===== src/rtl/bmp_pkg.sv =====
// Shared screen geometry, reader state encoding and intensity helper for the
// BMP placer and the region reader.
package bmp_pkg;
  localparam int SCREEN_W = 640;
  localparam int SCREEN_H = 480;
  localparam logic [8:0] TRANSPARENT = 9'h088;

  typedef enum logic [2:0] {RD_IDLE, RD_SCAN, RD_DRAIN, RD_EMIT, RD_DONE} rd_state_t;

  // Clamp a scaled ink count into an 8-bit grayscale value.
  function automatic logic [7:0] sat255(input logic [15:0] v);
    return (v > 16'd255) ? 8'hFF : v[7:0];
  endfunction
endpackage


===== src/rtl/bmp_block_accum.sv =====
// Bank of per-block-column ink counters; a clear on the same index as an
// increment takes priority.
module bmp_block_accum
  import bmp_pkg::*;
#(
  parameter int N  = 28,
  parameter int CW = 7,
  parameter int IW = 5
) (
  input  logic          clk,
  input  logic          rst_n,
  input  logic          inc_en,
  input  logic [IW-1:0] inc_idx,
  input  logic          clr_en,
  input  logic [IW-1:0] clr_idx,
  input  logic [IW-1:0] rd_idx,
  output logic [CW-1:0] rd_cnt
);
  logic [CW-1:0] cnt [N];

  always_ff @(posedge clk or negedge rst_n) begin
    if (!rst_n) begin
      for (int i = 0; i < N; i++) cnt[i] <= '0;
    end else begin
      for (int i = 0; i < N; i++) begin
        if (clr_en && clr_idx == IW'(i))
          cnt[i] <= '0;
        else if (inc_en && inc_idx == IW'(i))
          cnt[i] <= cnt[i] + CW'(1);
      end
    end
  end

  assign rd_cnt = cnt[rd_idx];
endmodule


===== src/rtl/bmp_region_reader.sv =====
// Reads a W x W screen region from videoMem, counts ink per SCALE x SCALE block
// and writes an IMG_DIM x IMG_DIM grayscale image, one block row at a time.
module bmp_region_reader
  import bmp_pkg::*;
#(
  parameter int         IMG_DIM  = 28,
  parameter int         SCALE    = 8,
  parameter logic [8:0] BG_COLOR = 9'h000
) (
  input  logic        clk,
  input  logic        rst_n,
  input  logic        start,
  input  logic [9:0]  xloc,
  input  logic [8:0]  yloc,
  output logic [18:0] raddr,
  input  logic [8:0]  rdata,
  output logic        obuf_we,
  output logic [9:0]  obuf_addr,
  output logic [7:0]  obuf_data,
  output logic        busy,
  output logic        done
);
  localparam int W        = IMG_DIM * SCALE;
  localparam int LG_SCALE = $clog2(SCALE);
  localparam int CNT_W    = $clog2(SCALE * SCALE + 1);
  localparam int COL_W    = (W > 1) ? $clog2(W) : 1;
  localparam int ROW_W    = (SCALE > 1) ? LG_SCALE : 1;
  localparam int BLK_W    = (IMG_DIM > 1) ? $clog2(IMG_DIM) : 1;
  localparam int GAIN_SH  = 8 - 2 * LG_SCALE;

  rd_state_t        state_reg, state_next;
  logic [9:0]       x0_reg;
  logic [9:0]       line_y_reg, line_y_next;
  logic [18:0]      line_base_reg, line_base_next;
  logic [18:0]      raddr_reg, raddr_next, start_base;
  logic [COL_W-1:0] col_reg, col_next;
  logic [ROW_W-1:0] row_reg;
  logic [BLK_W-1:0] blk_row_reg, j_reg, blk_d_reg;
  logic             vld_d_reg;
  logic [10:0]      x_cur, x_next;
  logic             in_bounds, next_in_bounds;
  logic             last_col, last_row, last_j, last_blk_row;
  logic [CNT_W-1:0] rd_cnt;

  assign last_col     = col_reg == COL_W'(W - 1);
  assign last_row     = row_reg == ROW_W'(SCALE - 1);
  assign last_j       = j_reg == BLK_W'(IMG_DIM - 1);
  assign last_blk_row = blk_row_reg == BLK_W'(IMG_DIM - 1);
  assign start_base   = 19'(yloc) * 19'(SCREEN_W) + 19'(xloc);

  assign x_cur     = 11'(x0_reg) + 11'(col_reg);
  assign in_bounds = (x_cur < 11'(SCREEN_W)) && (line_y_reg < 10'(SCREEN_H));

  // line_base tracks the address of region column 0 on the current line; off-screen
  // pixels leave raddr parked on the last legal address.
  always_comb begin
    col_next       = last_col ? '0 : col_reg + COL_W'(1);
    line_y_next    = last_col ? line_y_reg + 10'd1 : line_y_reg;
    line_base_next = last_col ? line_base_reg + 19'(SCREEN_W) : line_base_reg;
    x_next         = 11'(x0_reg) + 11'(col_next);
    next_in_bounds = (x_next < 11'(SCREEN_W)) && (line_y_next < 10'(SCREEN_H));
    raddr_next     = next_in_bounds ? line_base_next + 19'(col_next) : raddr_reg;
  end

  always_ff @(posedge clk or negedge rst_n) begin
    if (!rst_n) state_reg <= RD_IDLE;
    else        state_reg <= state_next;
  end

  always_comb begin
    state_next = state_reg;
    busy       = 1'b0;
    done       = 1'b0;
    obuf_we    = 1'b0;
    obuf_addr  = '0;
    obuf_data  = '0;
    case (state_reg)
      RD_IDLE:  if (start) state_next = RD_SCAN;
      RD_SCAN: begin
        busy = 1'b1;
        if (last_col && last_row) state_next = RD_DRAIN;
      end
      RD_DRAIN: begin
        busy       = 1'b1;
        state_next = RD_EMIT;
      end
      RD_EMIT: begin
        busy      = 1'b1;
        obuf_we   = 1'b1;
        obuf_addr = 10'(blk_row_reg * IMG_DIM) + 10'(j_reg);
        obuf_data = sat255(16'(rd_cnt) << GAIN_SH);
        if (last_j) state_next = last_blk_row ? RD_DONE : RD_SCAN;
      end
      RD_DONE: begin
        done       = 1'b1;
        state_next = RD_IDLE;
      end
      default: state_next = RD_IDLE;
    endcase
  end

  always_ff @(posedge clk or negedge rst_n) begin
    if (!rst_n) begin
      x0_reg        <= '0;
      line_y_reg    <= '0;
      line_base_reg <= '0;
      raddr_reg     <= '0;
      col_reg       <= '0;
      row_reg       <= '0;
      blk_row_reg   <= '0;
      j_reg         <= '0;
      vld_d_reg     <= 1'b0;
      blk_d_reg     <= '0;
    end else begin
      // Tag travels alongside the synchronous RAM read latency.
      vld_d_reg <= (state_reg == RD_SCAN) && in_bounds;
      blk_d_reg <= BLK_W'(col_reg >> LG_SCALE);
      case (state_reg)
        RD_IDLE: if (start) begin
          x0_reg        <= xloc;
          line_y_reg    <= 10'(yloc);
          line_base_reg <= start_base;
          if (xloc < 10'(SCREEN_W) && yloc < 9'(SCREEN_H)) raddr_reg <= start_base;
          col_reg       <= '0;
          row_reg       <= '0;
          blk_row_reg   <= '0;
          j_reg         <= '0;
        end
        RD_SCAN: begin
          col_reg       <= col_next;
          line_y_reg    <= line_y_next;
          line_base_reg <= line_base_next;
          raddr_reg     <= raddr_next;
          if (last_col) row_reg <= last_row ? '0 : row_reg + ROW_W'(1);
        end
        RD_EMIT: begin
          j_reg <= last_j ? '0 : j_reg + BLK_W'(1);
          if (last_j) blk_row_reg <= blk_row_reg + BLK_W'(1);
        end
        default: ;
      endcase
    end
  end

  assign raddr = raddr_reg;

  bmp_block_accum #(.N(IMG_DIM), .CW(CNT_W), .IW(BLK_W)) u_accum (
    .clk     (clk),
    .rst_n   (rst_n),
    .inc_en  (vld_d_reg && (rdata != BG_COLOR)),
    .inc_idx (blk_d_reg),
    .clr_en  (state_reg == RD_EMIT),
    .clr_idx (j_reg),
    .rd_idx  (j_reg),
    .rd_cnt  (rd_cnt)
  );
endmodule


===== config.mk =====
export PLATFORM = sky130hd
export DESIGN_NAME = bmp_region_reader
export DESIGN_NICKNAME = d
export VERILOG_FILES = /design/src/rtl/bmp_pkg.sv /design/src/rtl/bmp_block_accum.sv /design/src/rtl/bmp_region_reader.sv
export SDC_FILE = /design/constraint.sdc
export NUM_CORES = 1
export LEC_CHECK = 0
export ABC_AREA = 1
export BUFFER_PORTS_ARGS = -buffer_cell sky130_fd_sc_hd__buf_2
export CORE_UTILIZATION = 44
export DETAILED_ROUTE_END_ITERATION = 7
export HOLD_SLACK_MARGIN = 0.08
export REMOVE_ABC_BUFFERS = 1
export SLEW_MARGIN = 20
export SYNTH_ARGS = -nofsm -noshare
export SYNTH_HDL_FRONTEND = slang
export SYNTH_SLANG_ARGS = --single-unit

===== constraint.sdc =====
create_clock -name clk -period 4 [get_ports clk]
set_clock_uncertainty 0.1 [all_clocks]
set_input_delay 0.2 -clock clk [delete_from_list [all_inputs] [get_ports clk]]
set_output_delay 0.2 -clock clk [all_outputs]
set_load 0.02 [all_outputs]

==> Word-level counts from Yosys, hierarchy flattened <==
Cells that the tools add are included.
{ "op_classes": {"add_sub_neg": 39, "n_mul": 2, "n_lt_le_gt_ge": 8, "eq_ne": 67, "muxes": 92, "bitwise": 1, "n_reduce_logical": 104} }
{ "op_table": {"columns": ["op", "count"], "rows": [
  ["7-bit 2-to-1 mux", 58],
  ["7-bit by 1-bit adder with 7-bit output, second input constant", 28],
  ["5-bit equality test, second input constant", 25],
  ["19-bit 2-to-1 mux", 5],
  ["5-bit by 4-bit equality test with 1-bit output, second input constant", 16],
  ["19-bit case mux with 2 select lines", 2],
  ["1-bit logical AND", 62],
  ["2-bit nonzero test", 30],
  ["5-bit by 3-bit equality test with 1-bit output, second input constant", 8],
  ["7-bit binary-select mux with 5-bit select", 1],
  ["8-bit 2-to-1 mux", 4],
  ["10-bit 2-to-1 mux", 3],
  ["10-bit by 8-bit adder with 11-bit output", 2],
  ["11-bit by 10-bit < comparator with 1-bit output, second input constant", 2],
  ["3-bit 2-to-1 mux", 7],
  ["5-bit by 2-bit equality test with 1-bit output, second input constant", 4],
  ["10-bit by 9-bit < comparator with 1-bit output, second input constant", 2],
  ["10-bit case mux with 2 select lines", 1],
  ["5-bit case mux with 2 select lines", 2],
  ["19-bit by 10-bit adder with 19-bit output", 1],
  ["19-bit by 10-bit adder with 19-bit output, second input constant", 1],
  ["19-bit by 8-bit adder with 19-bit output", 1],
  ["8-bit case mux with 2 select lines", 1],
  ["5-bit 2-to-1 mux", 3],
  ["other kinds (28)", 44]
]} }
{ "word_totals": {"ff_bits": 284, "inputBits": 31, "output_inout_bits": 40, "elab_cells": 352} }

==> Longest topological paths before layout <==
Gate-level depths: netlist of the first run.
{ "depth": {"depth_word": 7, "ltp_mapped": 26, "depth_no_buf": 25} }

==> By module <==
A second synthesis of the first run with hierarchy kept.
{ "unflattened": {"hier_cells": 2744, "hier_area_um2": 19165.9} }
{ "modules_own_cells": {"columns": ["mod", "instances", "cells_per_inst", "area_each_um2", "seq_area_each_um2"], "rows": [
  ["bmp_block_accum", 1, 1795, 12293.0, 4904.7],
  ["bmp_region_reader", 1, 949, 6872.8, 2202.1]
]} }

==> Worst setup path before layout of the first run <==
No wires, ideal clock.
{ "synth_path": {"path_type": "flip-flop to flip-flop", "start": "reg col_reg[0]", "end": "reg raddr_reg[14], in the netlist raddr[14]", "setup_ps": 117, "arrival_ps": 2827, "required_ps": 3783, "setup_slack_ps": 956, "stages_incl_launch_ff": 23, "n_path_buf": 2, "period_less_slack_ps": 3044, "path_cell_list": "dfrtp_1 -> ha_1 -> nand2_2 -> nor2_4 -> nand2_2 -> buf_6 -> inv_2 -> buf_6 -> nor2_1 -> ha_1 -> inv_1 -> fa_1 -> nand3b_1 -> nand3_1 -> nand3_1 -> nand2_1 -> nand2_1 -> inv_2 -> nand3_1 -> nand3_1 -> nand2_1 -> nand3_2 -> nand2_1"} }
{ "synth_between": {"elab_chain_len": 7, "elab_cells_between_ends": 14, "cone_classes": "add/sub: 3; order compare: 2; eq/ne: 2; mux: 5; reduce/logical: 2"} }
{ "synth_rtl": {"columns": ["item", "line", "rtl"], "rows": [
  ["from (decl)", "bmp_region_reader.sv:36", "logic [COL_W-1:0] col_reg, col_next;"],
  ["from (signal assigned)", "bmp_region_reader.sv:130", "col_reg <= col_next;"],
  ["8-bit by 1-bit adder with 8-bit output or 8-bit equality test (tied branches)", "bmp_region_reader.sv:57, bmp_region_reader.sv:45", null],
  ["8-bit 2-to-1 mux", "bmp_region_reader.sv:57", "col_next = last_col ? '0 : col_reg + COL_W'(1);"],
  ["10-bit by 8-bit adder with 11-bit output", "bmp_region_reader.sv:60", "x_next = 11'(x0_reg) + 11'(col_next);"],
  ["11-bit by 10-bit < comparator with 1-bit output", "bmp_region_reader.sv:61", "next_in_bounds = (x_next < 11'(SCREEN_W)) && (line_y_next < 10'(SCREEN_H));"],
  ["1-bit logical AND", "bmp_region_reader.sv:61", null],
  ["2-bit inequality test (no source line)", null, null],
  ["4-bit AND reduction (no source line)", null, null],
  ["to (signal assigned)", "bmp_region_reader.sv:123", "if (xloc < 10'(SCREEN_W) && yloc < 9'(SCREEN_H)) raddr_reg <= start_base;"],
  ["to (signal assigned)", "bmp_region_reader.sv:133", "raddr_reg <= raddr_next;"],
  ["to (decl)", "bmp_region_reader.sv:35", "logic [18:0] raddr_reg, raddr_next, start_base;"]
]} }
Parallel ways exist; a longest one is shown, timed or not. The select of a mux whose other input is x is not followed.
A chain may end at the register's enable or synchronous reset.

==> Worst setup path after layout of the first run <==
{ "layout_path": {"start": "reg j_reg[3]", "end": "out obuf_data[6]"} }
{ "layout_between": {"elab_chain_len": 7} }
{ "layout_rtl": {"columns": ["item", "line", "rtl"], "rows": [
  ["from (decl)", "bmp_region_reader.sv:38", "logic [BLK_W-1:0] blk_row_reg, j_reg, blk_d_reg;"],
  ["from (signal assigned)", "bmp_region_reader.sv:137", "j_reg <= last_j ? '0 : j_reg + BLK_W'(1);"],
  ["5-bit NOT with 6-bit output (implied by the code) *", "bmp_block_accum.sv:34", "assign rd_cnt = cnt[rd_idx];"],
  ["7-bit binary-select mux with 5-bit select *", "bmp_block_accum.sv:34", null],
  ["7-bit 2-to-1 mux (implied by the code) * (2 in a row)", "bmp_block_accum.sv:34", null],
  ["9-bit by 8-bit greater-than comparator with 1-bit output", "bmp_pkg.sv:12", "return (v > 16'd255) ? 8'hFF : v[7:0];"],
  ["8-bit 2-to-1 mux *", "bmp_pkg.sv:12", null],
  ["8-bit 2-to-1 mux *", "bmp_region_reader.sv:77", "case (state_reg)"],
  ["to (decl)", "bmp_region_reader.sv:19", "output logic [7:0] obuf_data,"]
]} }
Mark *: on every way between the ends. The rest lies on a longest branch, timed or not. The select of a mux whose other input is x is not followed.

==> results of run 1 <==
-- per-stage QoR --
step	setup TNS [ns]	hold slack [ns]	instances
final	0	0.1291	3186
after global placement	0	0.1606	3100
after CTS	0	0.1519	3186
after detailed placement	0	0.1612	3100
after floorplan	-106.49	-0.1956	2480
after global routing	0	0.1900	3186
-- cell families after synthesis --
logic type	synth area share
xor+xnor	0.01997
simple gates	0.2637
flops	0.3859
fa+ha+maj	0.06821
buf+inv	0.09104
compound gates	0.1711
-- how the worst min path moves through the flow --
stage                                        to  cells after the start
finish              u_accum.cnt[20]$_DFFE_PN0P_                      2
global route        u_accum.cnt[20]$_DFFE_PN0P_                      2
CTS                 u_accum.cnt[20]$_DFFE_PN0P_                      2
detailed placement  u_accum.cnt[20]$_DFFE_PN0P_                      1
global placement    u_accum.cnt[18]$_DFFE_PN0P_                      1
floorplan                blk_d_reg[0]$_DFF_PN0_                      0
-- layer usage --
layer | wire length [um] | vias up | part of all wire
li1 | - | 8598 | -
met1 | 23760 | 8049 | 0.46
met2 | 24730 | 349 | 0.48
met3 | 2248 | 85 | 0.043
met4 | 1229 | 0 | 0.024
met5 | 0 | - | 0
-- area by class of cell --
class / count / area share
clock buffer: 53 / 0.05101
clock inverter: 12 / 0.004895
inverter: 368 / 0.06672
multi-input combinational: 1828 / 0.4653
sequential: 284 / 0.3434
tap: 532 / 0.03215
timing repair buffer: 109 / 0.03650
-- cell usage in the layout (no fill, tap or decap), types with 7 or more instances in the layout --
master / n
o21ai_0: 242
nand3_1: 146
clkbuf_1: 9
a211oi_1: 11
inv_2: 10
o211ai_1: 11
nor3_1: 86
o221ai_1: 7
fa_1: 9
nand2_1: 494
clkbuf_16: 37
nor2_1: 253
nand4_1: 32
ha_1: 86
o22ai_1: 24
inv_1: 354
dlygate4sd3_1: 21
a21oi_1: 256
buf_2: 69
nand3_2: 8
nor4_1: 16
o21a_1: 10
clkbuf_8: 7
dfrtp_1: 282
nor3b_1: 35
buf_4: 14
xor2_1: 36
-- worst max-delay path, stage by stage (launching register included) --
cell and delay [ns]:
dfrtp_1 0.52, inv_1 0.20, nor2_1 0.52, inv_2 0.35, a21oi_1 0.33, a211oi_1 0.09
nand2_1 0.08, nand2_1 0.08, o21ai_0 0.39, buf_2 0.25
-- report_power, final --
group          internal [uW]  total, uW  switching [uW]
Clock                   1900       3230            1330
Combinational           2080       6650            4570
Sequential              3640       4300             660
Total                   7620      14200            6560
-- repair_timing --
item                                    in CTS  in global routing
endpoints found under the setup margin       0                  0
resized for setup                            0                  0
hold endpoints to repair                   122                  0
setup buffers                                0                  0
hold buffers                                21                  0
==> flow_metrics.env, run 1 <==
export IMPL_status="finished, violations left"
export IMPL_violations="design-rule violations"
export IMPL_fill_cells=4090
export IMPL_multi_input_area_um2=9633
export IMPL_ys_seq_area_frac=0.3859
export IMPL_synth_top_area_frac=0.3859
export IMPL_clkSinkCount=284
export IMPL_synth_seq_cells=284
export IMPL_grt_pass1_wl_mm=83.57
export IMPL_grt_max_degree=110
export IMPL_layout_setup_ws_ns=0.3390
export IMPL_cts_root_buffer="clkbuf_16"
export IMPL_cp_end_kind="primary output"
export IMPL_nets=2753
export IMPL_synth_top_area_cell="dfrtp_1"
export IMPL_yosys_cell_types_count=50
export IMPL_vias_per_cell=5.361
export IMPL_setup_viol=0
export IMPL_r2r_end="raddr[8]$_DFFE_PN0P_"
export IMPL_dr_first_iter_drc_count=1222
export IMPL_syn_avg_cell_area_um2=7.242
export IMPL_synth_most_common_cell="nand2_1"
export IMPL_slew_viol_final=0
export IMPL_track_usage=0.2475
export IMPL_grt_most_used_layer="met2"
export IMPL_h_tree_depth=2
export IMPL_crit_end="obuf_data[6]"
export IMPL_startpoint_type="register"
export IMPL_clk_pin_slew_ns=0.06
export IMPL_hpwl_mm=38.89
export IMPL_synth_area_top_cells="dfrtp_1 39%, nand2_1 10%, inv_1 7.2%, a21oi_1 7.0%, o21ai_0 6.6%"
export IMPL_synth_edf_count=0
export IMPL_stdcell_area_um2=20700
export IMPL_rsz0062_at_grt="false"
export IMPL_ir_drop_uv=384.7
export IMPL_post_route_util=0.5047
export IMPL_final_hold_viol_count=0
export IMPL_routedWlPerCell_um=16.31
export IMPL_drc_errors=3
export IMPL_wl_mm=51.97
export IMPL_first_pass_iters=7
export IMPL_cts_tree="built"
export IMPL_rows=74
export IMPL_grt_overflow_total=0
export IMPL_insertion_delay_ns=0.56
export IMPL_drtAntennaViolNets=0
export IMPL_powerDensity_nw_per_um2=684.9
export IMPL_grt_pass1_vias=16420
export IMPL_async_flop_share=1.000
export IMPL_design_core_area_um2=41020
export IMPL_numPortBuffers=70
export IMPL_area_growth_pct=12.41
export IMPL_hold_path_class="input port to async pin"
export IMPL_setup_worst_path_start="j_reg[3]$_DFFE_PN0P_"
export IMPL_p_total_uw=14180
export IMPL_grtUsageMet3=0.03611
export IMPL_ys_flop_type="dfrtp_1"
export IMPL_tightest_slew_ns=0.8321
export IMPL_die_area_um2=42680
export IMPL_max_cap_viol_count=0
export IMPL_initial_core_util=0.4490
export IMPL_cp_max_fo=17
export IMPL_seqCellArea_um2=7109
export IMPL_antenna_found_initial=0
export IMPL_cts_buffers=36
export IMPL_synth_common_cells="494 x nand2_1, 354 x inv_1, 284 x dfrtp_1, 256 x a21oi_1, 253 x nor2_1"
export IMPL_arrival_ns=3.36
export IMPL_die_h_um=206.6
export IMPL_period_share=0.9153
export IMPL_largest_reg_flops=196
export IMPL_n_antenna_cell=0
export IMPL_synth_warnings=0
export IMPL_dieWidth_um=206.6
export IMPL_dpl_worst_slack_ns=0.5316
export IMPL_reg2reg_depth=23
export IMPL_leakage_uw=0.009831
export IMPL_use_met2=0.4172
export IMPL_final_layout_size_suffix_gt1_frac=0.07084
export IMPL_finalWeightedCongestion=0.9705
export IMPL_fmax_mhz=273.1
export IMPL_synth_area_um2=18420
export IMPL_period_needed_ns=3.661
export IMPL_critPathRequiredTime_ns=3.70
export IMPL_reg2reg_from="col_reg[0]$_DFFE_PN0P_"
export IMPL_reg2reg_slack_ns=0.47
export IMPL_slew_headroom=0.4410
export IMPL_place_area_um2=19330
export IMPL_pin_count=71
export IMPL_critical_path_class="register to primary output"
export IMPL_clk_path_buf_depth=3
export IMPL_netlist_instances=2543
export IMPL_grt_met1_usage=0.3274
export IMPL_vias=17080
No activity file was read; power rests on OpenSTA's default activity.
==> run 2, diff against run 1 <==
- CORE_ASPECT_RATIO: unset -> 0.75
==> flow_metrics.env, run 2 (synthesized netlist as in run 1, its figures left out) <==
export IMPL_reg2reg_depth=19
export IMPL_final_layout_size_suffix_gt1_frac=0.07164
export IMPL_r2r_end="raddr[6]$_DFFE_PN0P_"
export IMPL_die_h_um=179.2
export IMPL_hold_path_class="input port to async pin"
export IMPL_die_area_um2=42690
export IMPL_cp_max_fo=30
export IMPL_crit_end="obuf_data[7]"
export IMPL_cp_end_kind="primary output"
export IMPL_setup_viol=0
export IMPL_pin_count=71
export IMPL_final_cell_mix="494 x nand2_1, 354 x inv_1, 282 x dfrtp_1"
export IMPL_clkSinkCount=284
export IMPL_hpwl_mm=40.66
export IMPL_arrival_ns=3.46
export IMPL_hold_worst_slack_ns=0.2394
export IMPL_initial_core_util=0.4492
export IMPL_drtAntennaViolNets=0
export IMPL_grt_max_degree=115
export IMPL_reg2reg_slack_ns=0.39
export IMPL_area_growth_pct=12.39
export IMPL_wl_mm=54.61
export IMPL_leakage_uw=0.009835
export IMPL_period_needed_ns=3.761
export IMPL_status="finished, final reports clean"
export IMPL_cts_resized_gates=0
export IMPL_max_cap_viol_count=0
export IMPL_post_cts_setup_buffers=0
export IMPL_grt_overflow_total=0
export IMPL_startpoint_type="register"
export IMPL_insertion_delay_ns=0.53
export IMPL_stdcell_area_um2=20700
export IMPL_n_antenna_cell=0
export IMPL_tightest_slew_ns=0.9820
export IMPL_powerDensity_nw_per_um2=688.9
export IMPL_final_hold_viol_count=0
export IMPL_design_core_area_um2=41000
export IMPL_finalWeightedCongestion=0.9210
export IMPL_cts_tree="built"
export IMPL_largest_reg_flops=196
export IMPL_grt_pass1_wl_mm=87.67
export IMPL_track_usage=0.2595
export IMPL_grt_pass1_vias=16420
export IMPL_reg2reg_from="col_reg[0]$_DFFE_PN0P_"
export IMPL_clk_pin_slew_ns=0.06
export IMPL_dieWidth_um=238.2
export IMPL_slew_viol_final=0
export IMPL_fmax_mhz=265.9
export IMPL_drc_errors=0
export IMPL_cts_buffers=34
export IMPL_cts_root_buffer="clkbuf_16"
export IMPL_numPortBuffers=70
export IMPL_critPathRequiredTime_ns=3.70
export IMPL_rsz0062_at_grt="false"
export IMPL_period_share=0.9404
export IMPL_dr_first_iter_drc_count=1677
export IMPL_first_pass_iters=6
export IMPL_nets=2754
export IMPL_clk_path_buf_depth=3
export IMPL_antenna_found_initial=1
export IMPL_setup_tns_final_ns=0
export IMPL_final_common_cell="nand2_1"
export IMPL_rows=64
export IMPL_h_tree_depth=2
export IMPL_vias_per_cell=5.466
export IMPL_vias=17560
export IMPL_routedWlPerCell_um=17.00
export IMPL_place_area_um2=19370
export IMPL_slew_headroom=0.3403
export IMPL_ir_drop_uv=306.5
export IMPL_setup_worst_path_start="j_reg[0]$_DFFE_PN0P_"
export IMPL_post_route_util=0.5049
export IMPL_critical_path_class="register to primary output"
[run 2: cell types whose count changed in the layout (fill, tap and decap cells not counted)]
cell and delta:
clkbuf_1 -4, clkinv_2 +6, bufinv_16 +1, inv_6 -3
buf_12 -2, clkinvlp_4 -2, clkbuf_8 -3, buf_4 +5
[run 2: worst min-delay path by stage]
stage	to	slack, ns	cells after the start
floorplan	blk_d_reg[0]$_DFF_PN0_	-0.20	0
global placement	state_reg[0]$_DFFE_PN0P_	0.26	1
detailed placement	state_reg[0]$_DFFE_PN0P_	0.27	1
CTS	state_reg[0]$_DFFE_PN0P_	0.31	2
global route	state_reg[0]$_DFFE_PN0P_	0.33	2
finish	state_reg[0]$_DFFE_PN0P_	0.24	2
[run 2: metal layers]
| metal | share of wire | vias up | track usage |
|---|---|---|---|
| met5 | 0 | - | 0 |
| li1 | - | 8613 | - |
| met1 | 0.50 | 8325 | 0.3958 |
| met3 | 0.077 | 74 | 0.04942 |
| met2 | 0.40 | 549 | 0.3749 |
| met4 | 0.018 | 0 | 0.05796 |
[run 2: power by group]
group | internal, uW | switching [uW]
Sequential | 3640 | 761
Clock | 1880 | 1290
Combinational | 2070 | 4620
[run 2: timing repair]
action	CTS	global route
endpoints found under the hold margin	146	0
endpoints found under the setup margin	0	0
hold buffers	21	0
[run 2: layout make-up]
type,count,area (um2)
timing repair buffer,112,753.2
inverter,368,1381
clock buffer,46,999.7
multi-input combinational,1828,9633
fill,4075,20300
tap,561,701.9
sequential,284,7109
clock inverter,14,120.1
[run 2: through the flow]
step	worst slack (ns)	total power (uW)	instances
3_3_place_gp	0.6011	10890	3132
2_1_floorplan	-1.310	8651	2480
5_1_grt	0.07714	15310	3213
3_5_place_dp	0.4698	11000	3132
4_1_cts	0.3427	14240	3213
6_report	0.2386	14260	3213
[run 2: critical path, cell delays in order, from the launching register on]
cell and delay, ns:
dfrtp_2 0.71, inv_2 0.32, buf_4 0.30, o21ai_0 0.20, a21oi_1 0.10, o31ai_1 0.76, o21ai_0 0.29, buf_2 0.24
